==> config.mk <==
export PLATFORM = sky130hd
export DESIGN_NAME = mill_rx_frame_ctrl
export DESIGN_NICKNAME = d
export VERILOG_FILES = /design/src/rtl/mill_pkg.sv /design/src/rtl/mill_byte_fifo.sv /design/src/rtl/mill_rx_frame_ctrl.sv
export SDC_FILE = /design/constraint.sdc
export NUM_CORES = 1
export LEC_CHECK = 0
export CAP_MARGIN = 15
export CORE_ASPECT_RATIO = 1.75
export CORE_MARGIN = 2
export CORE_UTILIZATION = 29
export CTS_CLUSTER_DIAMETER = 200
export DETAILED_ROUTE_END_ITERATION = 8
export SYNTH_ARGS = -nofsm -noshare
export SYNTH_HDL_FRONTEND = slang
export SYNTH_SLANG_ARGS = --single-unit
==> constraint.sdc <==
create_clock -name clk -period 2.5 [get_ports clk]
set_input_delay 0.625 -clock clk [delete_from_list [all_inputs] [get_ports clk]]
set_output_delay 0.625 -clock clk [all_outputs]
set_load 0.005 [all_outputs]
==> src/rtl/mill_pkg.sv <==
// Shared types and constants for the Miller receive frame controller.
// Latency: n/a (declarations only).
// Backpressure: n/a (declarations only).
package mill_pkg;

  // Frame controller states
  typedef enum logic [1:0] {
    ST_IDLE = 2'd0,
    ST_RX   = 2'd1,
    ST_DONE = 2'd2,
    ST_ERR  = 2'd3
  } state_t;

  // Error codes reported on out_err
  typedef enum logic [2:0] {
    ERR_NONE     = 3'd0,
    ERR_PARITY   = 3'd1,
    ERR_TIMEOUT  = 3'd2,
    ERR_OVERFLOW = 3'd3,
    ERR_FRAMING  = 3'd4
  } err_t;

  // Bit timing: one ETU is 32 clocks; the receiver gives up after two silent ETUs
  localparam int ETU_CLKS     = 32;
  localparam int TIMEOUT_CLKS = 2 * ETU_CLKS;
  localparam int TMR_W        = $clog2(TIMEOUT_CLKS);
  localparam logic [TMR_W-1:0] TMR_LAST = TMR_W'(TIMEOUT_CLKS - 1);

  // Output FIFO entry: received byte plus count of valid bits (0 means all 8)
  typedef struct packed {
    logic [7:0] data;
    logic [2:0] nbits;
  } fifo_ent_t;

  localparam int FIFO_DEPTH = 2;
  localparam int FIFO_W     = $bits(fifo_ent_t);

endpackage

==> src/rtl/mill_byte_fifo.sv <==
// Two-entry byte FIFO between the frame controller and the host, with flush.
// Latency: a pushed entry is visible on pop_vld the clock after the push.
// Backpressure: full when two entries held; a push while full is accepted only with a same-clock pop.
module mill_byte_fifo
  import mill_pkg::*;
#(
  parameter int W = FIFO_W
) (
  input  logic         clk,
  input  logic         rst_n,
  input  logic         flush,
  input  logic         push_vld,
  input  logic [W-1:0] push_dat,
  output logic         full,
  output logic         pop_vld,
  input  logic         pop_rdy,
  output logic [W-1:0] pop_dat
);

  logic [W-1:0] mem [FIFO_DEPTH];
  logic         wr_ptr;
  logic         rd_ptr;
  logic [1:0]   cnt;
  logic         wr_en;
  logic         rd_en;

  assign full    = (cnt == 2'd2);
  assign pop_vld = (cnt != 2'd0);
  assign pop_dat = mem[rd_ptr];
  assign rd_en   = pop_vld & pop_rdy;
  // A full FIFO still takes a push when the head leaves in the same clock
  assign wr_en   = push_vld & (~full | rd_en);

  // Storage, pointers and occupancy; flush empties without touching storage
  always_ff @(posedge clk or negedge rst_n) begin
    if (!rst_n) begin
      for (int i = 0; i < FIFO_DEPTH; i++) mem[i] <= '0;
      wr_ptr <= 1'b0;
      rd_ptr <= 1'b0;
      cnt    <= 2'd0;
    end else if (flush) begin
      wr_ptr <= 1'b0;
      rd_ptr <= 1'b0;
      cnt    <= 2'd0;
    end else begin
      if (wr_en) begin
        mem[wr_ptr] <= push_dat;
        wr_ptr      <= ~wr_ptr;
      end
      if (rd_en) rd_ptr <= ~rd_ptr;
      cnt <= cnt + {1'b0, wr_en} - {1'b0, rd_en};
    end
  end

endmodule

==> src/rtl/mill_rx_frame_ctrl.sv <==
// Miller receive frame controller: assembles decoded bits into bytes and frames them. Optional MILL_PARITY_CHECK_EN enables odd-parity checking.
// Latency: a byte is offered on out_byte_valid 1 clk after its parity strobe (or after EOF for a short frame).
// Backpressure: in_byte_ready pops a 2-entry FIFO; a push into a full FIFO without a pop raises overflow.
module mill_rx_frame_ctrl
  import mill_pkg::*;
(
  input  logic       clk,
  input  logic       in_PoR,
  input  logic       in_enable,
  input  logic       in_sof,
  input  logic       in_eof,
  input  logic       in_bit,
  input  logic       in_bit_stb,
  output logic       out_demod_en,
  output logic [7:0] out_byte,
  output logic       out_byte_valid,
  input  logic       in_byte_ready,
  output logic [2:0] out_nbits,
  output logic       out_frame_done,
  output logic [2:0] out_err,
  output logic       out_busy
);

  state_t           state_q, state_d;
  logic [3:0]       cnt_q, cnt_d, cnt_upd;
  logic [8:0]       sr_q, sr_d, sr_upd;
  logic [TMR_W-1:0] tmr_q, tmr_d;
  err_t             err_q, err_d, code;
  logic             seen_q, seen_d, seen_upd;
  logic             run_q;
  logic             push_req, push, flush, go_done, parity_ok;
  fifo_ent_t        push_ent, head;
  logic             fifo_vld, fifo_full, pop;

  assign pop = fifo_vld & in_byte_ready;

  mill_byte_fifo #(.W(FIFO_W)) u_fifo (
    .clk      (clk),
    .rst_n    (in_PoR),
    .flush    (flush),
    .push_vld (push),
    .push_dat (push_ent),
    .full     (fifo_full),
    .pop_vld  (fifo_vld),
    .pop_rdy  (in_byte_ready),
    .pop_dat  (head)
  );

  // Demod enable follows the host, but is held low until the first clock after reset
  assign out_demod_en   = in_enable & run_q;
  assign out_byte_valid = fifo_vld;
  assign out_byte       = fifo_vld ? head.data  : 8'd0;
  assign out_nbits      = fifo_vld ? head.nbits : 3'd0;
  assign out_frame_done = (state_q == ST_DONE);
  assign out_err        = err_q;
  assign out_busy       = (state_q == ST_RX) | fifo_vld;

  // State and datapath registers
  always_ff @(posedge clk or negedge in_PoR) begin
    if (!in_PoR) begin
      state_q <= ST_IDLE;
      cnt_q   <= 4'd0;
      sr_q    <= 9'd0;
      tmr_q   <= '0;
      err_q   <= ERR_NONE;
      seen_q  <= 1'b0;
      run_q   <= 1'b0;
    end else begin
      state_q <= state_d;
      cnt_q   <= cnt_d;
      sr_q    <= sr_d;
      tmr_q   <= tmr_d;
      err_q   <= err_d;
      seen_q  <= seen_d;
      run_q   <= 1'b1;
    end
  end

  // Next state: bit strobe is applied first, then EOF is judged on the updated count
  always_comb begin
    state_d   = state_q;
    cnt_d     = cnt_q;
    sr_d      = sr_q;
    tmr_d     = tmr_q;
    err_d     = err_q;
    seen_d    = seen_q;
    push      = 1'b0;
    push_req  = 1'b0;
    push_ent  = '0;
    flush     = 1'b0;
    go_done   = 1'b0;
    parity_ok = 1'b1;
    code      = ERR_NONE;
    sr_upd    = in_bit_stb ? {in_bit, sr_q[8:1]} : sr_q;
    cnt_upd   = cnt_q;
    seen_upd  = seen_q;

    case (state_q)
      ST_IDLE: begin
        if (in_sof && in_enable) begin
          state_d = ST_RX;
          cnt_d   = 4'd0;
          sr_d    = 9'd0;
          tmr_d   = '0;
          err_d   = ERR_NONE;
          seen_d  = 1'b0;
        end
      end

      ST_RX: begin
        if (!in_enable) begin
          // Host abort: drop everything, no error reported
          state_d = ST_IDLE;
          flush   = 1'b1;
        end else begin
          if (in_bit_stb) begin
            if (cnt_q == 4'd8) begin
              cnt_upd  = 4'd0;
              seen_upd = 1'b1;
`ifdef MILL_PARITY_CHECK_EN
              parity_ok = ^sr_upd;
`else
              parity_ok = 1'b1;
`endif
              if (parity_ok) begin
                push_req       = 1'b1;
                push_ent.data  = sr_upd[7:0];
                push_ent.nbits = 3'd0;
              end else begin
                code = ERR_PARITY;
              end
            end else begin
              cnt_upd = cnt_q + 4'd1;
            end
          end

          if (code == ERR_NONE) begin
            if (in_eof) begin
              if (cnt_upd == 4'd0 && seen_upd) begin
                go_done = 1'b1;
              end else if (cnt_upd == 4'd7 && !seen_upd) begin
                // Short frame: the 7 bits sit in the top of the shift register
                go_done        = 1'b1;
                push_req       = 1'b1;
                push_ent.data  = {1'b0, sr_upd[8:2]};
                push_ent.nbits = 3'd7;
              end else begin
                code = ERR_FRAMING;
              end
            end else if (!in_bit_stb) begin
              if (tmr_q == TMR_LAST) code = ERR_TIMEOUT;
              else                   tmr_d = tmr_q + 1'b1;
            end else begin
              tmr_d = '0;
            end
          end

          if (push_req && fifo_full && !pop) code = ERR_OVERFLOW;

          if (code != ERR_NONE) begin
            state_d = ST_ERR;
            err_d   = code;
            flush   = 1'b1;
          end else begin
            push    = push_req;
            cnt_d   = cnt_upd;
            seen_d  = seen_upd;
            sr_d    = push_req ? 9'd0 : sr_upd;
            if (go_done) state_d = ST_DONE;
          end
        end
      end

      ST_DONE: begin
        // FIFO keeps its content so the host can drain the frame
        state_d = ST_IDLE;
      end

      ST_ERR: begin
        flush   = 1'b1;
        state_d = ST_IDLE;
      end

      default: state_d = ST_IDLE;
    endcase
  end

endmodule

==> flow_summary_export.csv <==
group,metric,value,unit
sta,slew_violations,0,
sta,finalSetupViolations,0,
power_and_ir_drop,switching_share,0.2802,
final_layout,drive_gt1_frac,0.3342,
power_and_ir_drop,pwr-share-comb,0.222,
synthesis,synth_enable_flop_cells,0,
global_route,grt_overflow,0,
synthesis,yosys.area_share.simple,0.1907,
synthesis,synth_top_family_by_area,"simple AND/OR/NAND/NOR gates",
clocking,cts-htree-levels,2,
synthesis,syn-cell-area,0.002775,mm2
sta,fmax,0.4082,GHz
global_route,grt_max_degree,21,
synthesis,synth_flop_cell,"dfrtp_1",
synthesis,synth_xor_area_frac,0.01578,
placement,io_buffers,25,
die,start_util,0.2949,
clocking,cts_tree,"done",
routing,drtAntennaViolNets,0,
clocking,clock-sinks,47,
critical_path,crit_path_start_kind,"input pin",
global_route,first_global_vias,2591,
routing,wl_per_cell,14.87,um
routing,drt-total-wl,7.287,mm
routing,via_per_inst,5.035,
synthesis,yosysMostFrequentCell,"dfrtp_1",
die,fp.dieH,133.4,um
die,ios,26,
job,drv_cap,0,
synthesis,synth.ff_latch_count,47,
clocking,cts_buffers,5,
critical_path,cp-end-kind,"flip-flop",
sta,holdWs,0.2222,ns
critical_path,critPathKind,"input pin to flip-flop",
sta,finalClockSkew,0.004114,ns
die,die_area,0.01040,mm2
critical_path,path_max_fanout,5,
synthesis,ys_top_cells_by_count,"dfrtp_1, nand2_1, nor2_1, mux2_2, mux2i_1",
synthesis,syn_inst,290,
global_route,grt_antenna_before_repair,0,
clocking,hold_buffers,0,
synthesis,synth_compound_area_frac,0.1348,
clocking,clk_pin_slew_worst_paths,0.07,ns
sta,fin_crit_sh,0.9800,
die,die_w,77.95,um
routing,drt-initial-drc-count,144,
global_route,grt_use_total,0.1489,
power_and_ir_drop,internal_power,1.493,mW
synthesis,synth_cell_types,47,
synthesis,ys_seq_area_frac,0.4238,
final_layout,nets,380,
synthesis,synthAdderAreaFrac,0.02254,
routing,drt_first_pass_iters,4,
placement,gp_congestion,0.8656,
final_layout,num_antenna_cells,0,
outcome,status,"finished clean",
synthesis,syn_nets,303,
synthesis,ys_async_sr_fraction,1.000,
power_and_ir_drop,clkPwrFrac,0.378,
synthesis,synth_largest_area_cell,"dfrtp_1",
critical_path,arrival,2.62,ns
clocking,cts_root_buf,"clkbuf_16",
sta,hold_viol_final,0,
clocking,cts.path.max_buffers,2,
synthesis,synth_top_area_frac,0.4238,
sta,rsz0062_at_grt,"yes",
worst_hold_path,hold_class,"input pin to async pin",
placement,hpwl,5.379,mm
final_layout,fillers,905,
clocking,clock_latency,0.29,ns
power_and_ir_drop,power,2.075,mW
sta,min_period,2.450,ns
routing,dr_total_vias,2467,
power_and_ir_drop,power_density,532.3,mW/mm2
die,core-area,0.009409,mm2
synthesis,synthMuxAreaShare,0.1628,
routing,post-route-drc-count,0,
die,row_count,47,
power_and_ir_drop,max-vdd-ir-drop,0.0002840,V
power_and_ir_drop,switching_power,0.5813,mW
critical_path,cp.required,2.67,ns
synthesis,syn_area_per_cell,9.570,um2
synthesis,yosys_warnings,0,
final_layout,syn_to_final_growth,40.44,%
sta,finalSetupTns,0,ns
power_and_ir_drop,p_leak,1.669,nW
synthesis,synth_area_leaders,"dfrtp_1, mux2_2, mux2i_1",
power_and_ir_drop,p_seq_frac,0.400,
global_route,grt_pass1_wl,12.31,mm
==> routing by layer <==
metal	routed length [um]	GRT usage	share of wire
met1	2816	0.1542	0.39
met2	4074	0.2807	0.56
met3	158	0.02575	0.022
met4	237	0.07505	0.033
met5	0	0	0
==> critical path, stage by stage <==
cell	delay (ns)
clkdlybuf4s15_2	0.20
buf_6	0.13
and2_4	0.14
o211ai_1	0.17
o211ai_1	0.21
o211a_4	0.31
buf_6	0.12
nor4_4	0.15
ha_2	0.21
xor2_1	0.16
xnor2_1	0.15
nor2_1	0.06
==> what timing repair did <==
item | CTS | global route
setup endpoints to repair | 28 | 25
pin swaps | 7 | 6
gates resized for setup | 15 | 18
cloned | 2 | 0
setup buffers | 7 | 1
==> placed cells by master (no fill, tap or decap), types with 6 or more instances in the layout <==
cell type        Yosys  final
buf_4                4     55
dfrtp_1             47     45
nand2_1             35     34
nor2_1              30     30
clkdlybuf4s50_1      0     23
mux2_2              25     21
mux2i_1             17     17
o21ai_0             12     12
nand3_1             11     10
inv_1                9      7
a22oi_1              7      7
o211ai_1             6      6
clkbuf_16            0      6
==> final timing paths <==
check / end / startpoint / slack [ns] / depth (start not counted)
hold reg to reg: tmr_q[5]$_DFFE_PN0P_ / tmr_q[5]$_DFFE_PN0P_ / 0.49 / 1
setup reg to reg: u_fifo.cnt[1]$_DFF_PN0_ / cnt_q[1]$_DFFE_PN0P_ / 0.06 / 11
setup / recovery: u_fifo.cnt[1]$_DFF_PN0_ / in_bit_stb / 0.05 / 12
max in group asynchronous: u_fifo.mem[21]$_DFFE_PN0P_ / in_PoR / 1.70 / 2
min in group clk: tmr_q[5]$_DFFE_PN0P_ / tmr_q[5]$_DFFE_PN0P_ / 0.49 / 1
hold / removal: cnt_q[3]$_DFFE_PN0P_ / in_PoR / 0.22 / 1
==> cells by family after synthesis <==
kind of cell | Yosys count
xor gates and xnor gates | 5
AOI/OAI and AO/OA | 55
other | 1
and+or+nand+nor | 108
DFF | 47
buffers and inverters | 27
adders and majority gates | 5
muxes | 42
==> per-stage QoR <==
stage	area [um2]	setup slack [ns]	instances	util
6_report	3897	0.05011	490	0.4142
4_1_cts	3846	-0.01119	490	0.4088
2_1_floorplan	2790	-0.02120	290	-
3_3_place_gp	3530	-0.5179	473	0.3751
5_1_grt	3897	-0.04743	490	0.4142
3_5_place_dp	3530	-0.5652	473	0.3751
==> final cells by class <==
cell class / instances / area [um2] / share of cell area
clock inverters: 3 / 46.29 / 0.01188
flip-flops and latches: 47 / 1179 / 0.3024
clock buffers: 5 / 125.1 / 0.03210
well taps: 122 / 152.6 / 0.03917
multi-input cells: 216 / 1580 / 0.4055
repair buffers: 88 / 780.7 / 0.2003
inverters: 9 / 33.78 / 0.008668
==> power by group through the flow <==
stage          clock network (mW)  registers [mW]  logic (mW)
6_report                    0.783           0.831       0.461
5_1_grt                     0.829           0.839       0.505
4_1_cts                     0.800           0.830       0.461
3_5_place_dp                    0           0.844       0.443
3_3_place_gp                    0           0.843       0.439
2_1_floorplan                   0           0.834       0.255
==> flip-flops by register name, summed over array words and instances, names as in the netlist <==
| signal | count |
|---|---|
| tmr_q | 6 |
| run_q | 1 |
| state_q | 2 |
| u_fifo.wr_ptr | 1 |
| u_fifo.rd_ptr | 1 |
| out_err | 3 |
| u_fifo.cnt | 2 |
| sr_q | 8 |
| u_fifo.mem | 18 |
| seen_q | 1 |
| cnt_q | 4 |
Power figures use the tool's default switching activity.
